==> config.mk <==
export PLATFORM = sky130hd
export DESIGN_NAME = ram_dp_param
export DESIGN_NICKNAME = d
export VERILOG_FILES = /design/src/rtl/ram_dp_param.sv
export SDC_FILE = /design/constraint.sdc
export NUM_CORES = 2
export LEC_CHECK = 0
export CORE_MARGIN = 5
export CORE_UTILIZATION = 56
export CTS_CLUSTER_SIZE = 14
export DETAILED_ROUTE_END_ITERATION = 8
export HOLD_SLACK_MARGIN = 0.15
export PLACE_DENSITY = 0.75
export REMOVE_ABC_BUFFERS = 1
export SETUP_SLACK_MARGIN = 0.02
export SKIP_CTS_REPAIR_TIMING = 1
export SLEW_MARGIN = 30
export SYNTH_ARGS = -nofsm -noshare
export SYNTH_HDL_FRONTEND = slang
export SYNTH_SLANG_ARGS = --single-unit
==> constraint.sdc <==
create_clock -name clk -period 3.1 [get_ports clk]
set_input_delay 0.465 -clock clk [delete_from_list [all_inputs] [get_ports clk]]
set_output_delay 0.465 -clock clk [all_outputs]
set_load 0.01 [all_outputs]
==> src/rtl/ram_dp_param.sv <==
// Simple dual-port RAM: byte-enabled write port, pipelined read port with
// configurable latency and read-during-write policy, plus a zero-fill sequencer.

module ram_dp_lane (
  input  logic [7:0] old_byte,
  input  logic [7:0] new_byte,
  input  logic       sel,
  output logic [7:0] merged
);
  assign merged = sel ? new_byte : old_byte;
endmodule

module ram_dp_param #(
  parameter int DATA_W   = 32,
  parameter int ADDR_W   = 6,
  parameter int RD_LAT   = 1,
  parameter int RDW_MODE = 0
) (
  input  logic                  clk,
  input  logic                  reset,
  input  logic                  wrEn,
  input  logic [ADDR_W-1:0]     wrAddr,
  input  logic [DATA_W-1:0]     wrData,
  input  logic [DATA_W/8-1:0]   wrBe,
  input  logic                  rdEn,
  input  logic [ADDR_W-1:0]     rdAddr,
  output logic [DATA_W-1:0]     rdData,
  output logic                  rdValid,
  input  logic                  clrStart,
  output logic                  busy
);
  localparam int NUM_LANES = DATA_W / 8;
  localparam int DEPTH     = 2 ** ADDR_W;
  localparam logic [ADDR_W-1:0] LAST = ADDR_W'(DEPTH - 1);

  typedef enum logic {IDLE, CLEAR} state_t;

  state_t              state_q, state_d;
  logic [ADDR_W-1:0]   cnt_q, cnt_d;
  logic [DATA_W-1:0]   mem [DEPTH];

  logic                wr_ok, rd_ok, clr_we, collide;
  logic [NUM_LANES-1:0][7:0] old_word, new_word, rd_word;
  logic [RD_LAT:1]             vld_pipe;
  logic [RD_LAT:1][DATA_W-1:0] dat_pipe;

  assign busy    = (state_q == CLEAR);
  assign wr_ok   = wrEn & ~busy;
  assign rd_ok   = rdEn & ~busy;
  // A reset edge must not consume another clear slot, so the array is left
  // cleared exactly up to the last busy cycle before reset.
  assign clr_we  = busy & ~reset;
  assign collide = (RDW_MODE == 1) && wr_ok && rd_ok && (wrAddr == rdAddr);

  // Sequencer
  always_ff @(posedge clk) begin
    if (reset) begin
      state_q <= IDLE;
      cnt_q   <= '0;
    end else begin
      state_q <= state_d;
      cnt_q   <= cnt_d;
    end
  end

  always_comb begin
    state_d = state_q;
    cnt_d   = cnt_q;
    case (state_q)
      IDLE: begin
        if (clrStart) begin
          state_d = CLEAR;
          cnt_d   = '0;
        end
      end
      CLEAR: begin
        cnt_d = cnt_q + 1'b1;
        if (cnt_q == LAST) state_d = IDLE;
      end
      default: state_d = IDLE;
    endcase
  end

  // Storage: not reset; clear and user writes are mutually exclusive via busy.
  always_ff @(posedge clk) begin
    if (clr_we) begin
      mem[cnt_q] <= '0;
    end else if (wr_ok) begin
      for (int i = 0; i < NUM_LANES; i++)
        if (wrBe[i]) mem[wrAddr][8*i +: 8] <= wrData[8*i +: 8];
    end
  end

  // Write-first bypass: per byte lane, take the incoming byte on a collision.
  assign old_word = mem[rdAddr];
  assign new_word = wrData;

  for (genvar g = 0; g < NUM_LANES; g++) begin : g_lane
    ram_dp_lane u_lane (
      .old_byte (old_word[g]),
      .new_byte (new_word[g]),
      .sel      (collide & wrBe[g]),
      .merged   (rd_word[g])
    );
  end

  // Read pipeline: data stages only load on a valid, so rdData holds otherwise.
  always_ff @(posedge clk) begin
    if (reset) begin
      vld_pipe <= '0;
      dat_pipe <= '0;
    end else begin
      vld_pipe[1] <= rd_ok;
      if (rd_ok) dat_pipe[1] <= rd_word;
      for (int k = 2; k <= RD_LAT; k++) begin
        vld_pipe[k] <= vld_pipe[k-1];
        if (vld_pipe[k-1]) dat_pipe[k] <= dat_pipe[k-1];
      end
    end
  end

  assign rdValid = vld_pipe[RD_LAT];
  assign rdData  = dat_pipe[RD_LAT];

endmodule
==> reports/qor.yml <==
worstSkewPairLatency_ns: 0.83
outcome: "finished, final reports clean"
synth.distinct_cells: 53
period_needed_ns: 2.63
clock_path_buffers: 3
hold_end: "rdData[5]"
final_antenna_net_count: 0
dpl.hpwl_um: 129000
die_w_um: 391
synth.most_common_cell: "edfxtp_1"
cp.required_ns: 3.68
fp.dieArea_um2: 153000
timing.final.crit_share: 0.850
cts-htree-levels: 4
die_h_um: 391
antenna_found_initial: 12
dp.cells: 6236
path_clk_slew_ns: 0.06
worstHoldPathCells: 3
r2r_cells: 8
async_flop_share: 0
hold_viol: 0
p_comb_frac: 0.058
start_util: 0.561
power.leakage_uw: 0.0315
arrival_ns: 3.22
max_freq_mhz: 380
io_pins: 87
worst_slew_pin_slew_ns: 0.910
syn_avg_cell_area_um2: 20.5
holdCritPathClass: "input pin to register"
synth_common_cells: "edfxtp_1, mux4_2, nor2_1"
grt_pass1_wl_um: 303000
coreArea_um2: 145000
synth_edf_count: 2048
seqPwrFrac: 0.530
setup_viol: 0
avgViaCountPerCell: 6.57
drt_iter0_drc: 5956
cts_buffers: 196
worst-path-max-fanout: 19
ys_ff_latch: 2088
synth-main-ff-cell: "edfxtp_1"
finalClockSkew_ns: 0.0353
synthCells: 3982
switching_share: 0.210
startpoint_type: "register"
end_kind: "register"
gp_congestion: 0.885
drive_gt1_frac: 0.295
final_nets: 4571
p_sw_uw: 12400
hold_ws_ns: 0.256
hp-start: "rdAddr[4]"
irDropWorstVdd_mv: 0.692
worstSetupPathType: "register to register"
relSlewSlack: 0.393
synth_top_area_frac: 0.755
synth-warning-count: 0
fp-row-count: 140
grt_max_degree: 65
ys_seq_area_frac: 0.765
fin_cells: 6603
cts_tree: "built"
grt.total_usage: 0.275
reg2reg_slack_ns: 0.47
synth_top_area_cell: "edfxtp_1"
reg2reg_from: "busy"
vias: 43400
layout_setup_ws_ns: 0.466
wirelength_um: 208000
cts.sinks: 2088
grt_setup_unrepaired: "false"
grt_pass1_vias: 43800
drcViolationCount: 0
maxCapViolCount: 0
internal-power_uw: 46400
power.total_uw: 58800
p_clk_frac: 0.411
synthTopCellsByArea: "edfxtp_1, mux4_2, mux2i_1"
syn-cell-area_um2: 81400
first_pass_iters: 6
timing.rr.end: "mem[18][11]"
area_delta_synth_final_pct: 16.7
dpl_worst_slack_ns: -0.141
io_buffers: 86
wl_per_cell_um: 31.5
cts_root_buf: "clkbuf_16"
fillers: 9255
drv_slew: 0
power.density_nw_per_um2: 619
overflow: 0
fin_util: 0.655
==> worst max-delay path by stage <==
| stage | start | to | slack (ns) |
|---|---|---|---|
| final | busy | mem[18][11] | 0.47 |
| after global routing | busy | mem[18][11] | 0.41 |
| after CTS | busy | busy | 0.50 |
| after detailed placement | wrBe[0] | mem[18][9] | -0.14 |
| after global placement | wrBe[0] | mem[18][9] | -0.1 |
| after floorplan | busy | mem[15][0] | -0.97 |
==> cell type report <==
cell class / instances / area, µm² / area share
multi-input cells: 1602 / 18000 / 0.189
inverters: 9 / 33.8 / 0.000355
repair buffers: 620 / 5850 / 0.0616
clock buffers: 256 / 5300 / 0.0557
flip-flops and latches: 2088 / 62300 / 0.656
well taps: 1917 / 2400 / 0.0252
clock inverters: 105 / 1160 / 0.0122
diodes: 6 / 15.0 / 0.000158
==> power groups by stage <==
stage          Combinational (µW)  Sequential, µW  Clock, µW
2_1_floorplan                1430           31800          0
3_3_place_gp                 3330           31800          0
3_5_place_dp                 3390           31800          0
4_1_cts                      3410           31200      24400
5_1_grt                      3570           31200      25700
6_report                     3430           31200      24200
==> worst max-delay path, stage by stage (launching register included) <==
cell      delay, ns
dfxtp_1        0.32
buf_4          0.24
nor2b_1        0.19
buf_4          0.16
a21oi_2        0.49
inv_1          0.19
nand2b_1       0.46
nor2_1         0.13
buf_4          0.20
==> metal layers <==
| layer | global-route usage | vias to the layer above | routed length [µm] |
|---|---|---|---|
| met4 | 0.105 | 2 | 8730 |
| met5 | 0 | - | 9 |
| met1 | 0.377 | 22200 | 75600 |
| met2 | 0.430 | 2993 | 99100 |
| met3 | 0.0728 | 498 | 24700 |
| li1 | - | 17700 | - |
==> stage by stage <==
stage                     area [µm²]  TNS (ns)
after detailed placement       88600     -7.55
final                          95000         0
after global placement         88600     -3.63
after global routing           95000         0
after floorplan                80100  -1344.09
after CTS                      95000         0
==> cell usage in the layout, fill, tap and decap left out, drive strengths merged, types with 7 or more instances in the layout <==
cell	instances
nor3b	13
clkinv	72
a21oi	84
o22ai	62
and3	9
o21ai	13
a31oi	7
nand2	54
nand2b	15
a22oi	40
mux2i	187
mux4	433
nand3	21
a2111o	16
buf	539
o221ai	49
o221a	8
a221oi	48
a22o	34
clkbuf	256
nor2	210
nand4	17
bufinv	24
mux2	32
o211a	7
dfxtp	40
or2	18
a211oi	26
and2	43
clkdlybuf4s50	81
nor2b	8
nor3	111
edfxtp	2048
inv	16
==> flip-flops by register name, summed over array words and instances, names as in the netlist <==
name     flops
busy         1
cnt_q        6
mem       2048
rdData      32
rdValid      1
==> logic make-up after synthesis <==
group	after synthesis	share of synthesized area
muxes	652	0.147
AOI/OAI and AO/OA	422	0.0397
adders and majority gates	1	0.000154
and+or+nand+nor	527	0.0308
DFF	2088	0.765
buffers and inverters	292	0.0172
Note: power is estimated with default switching activity, not from simulation.
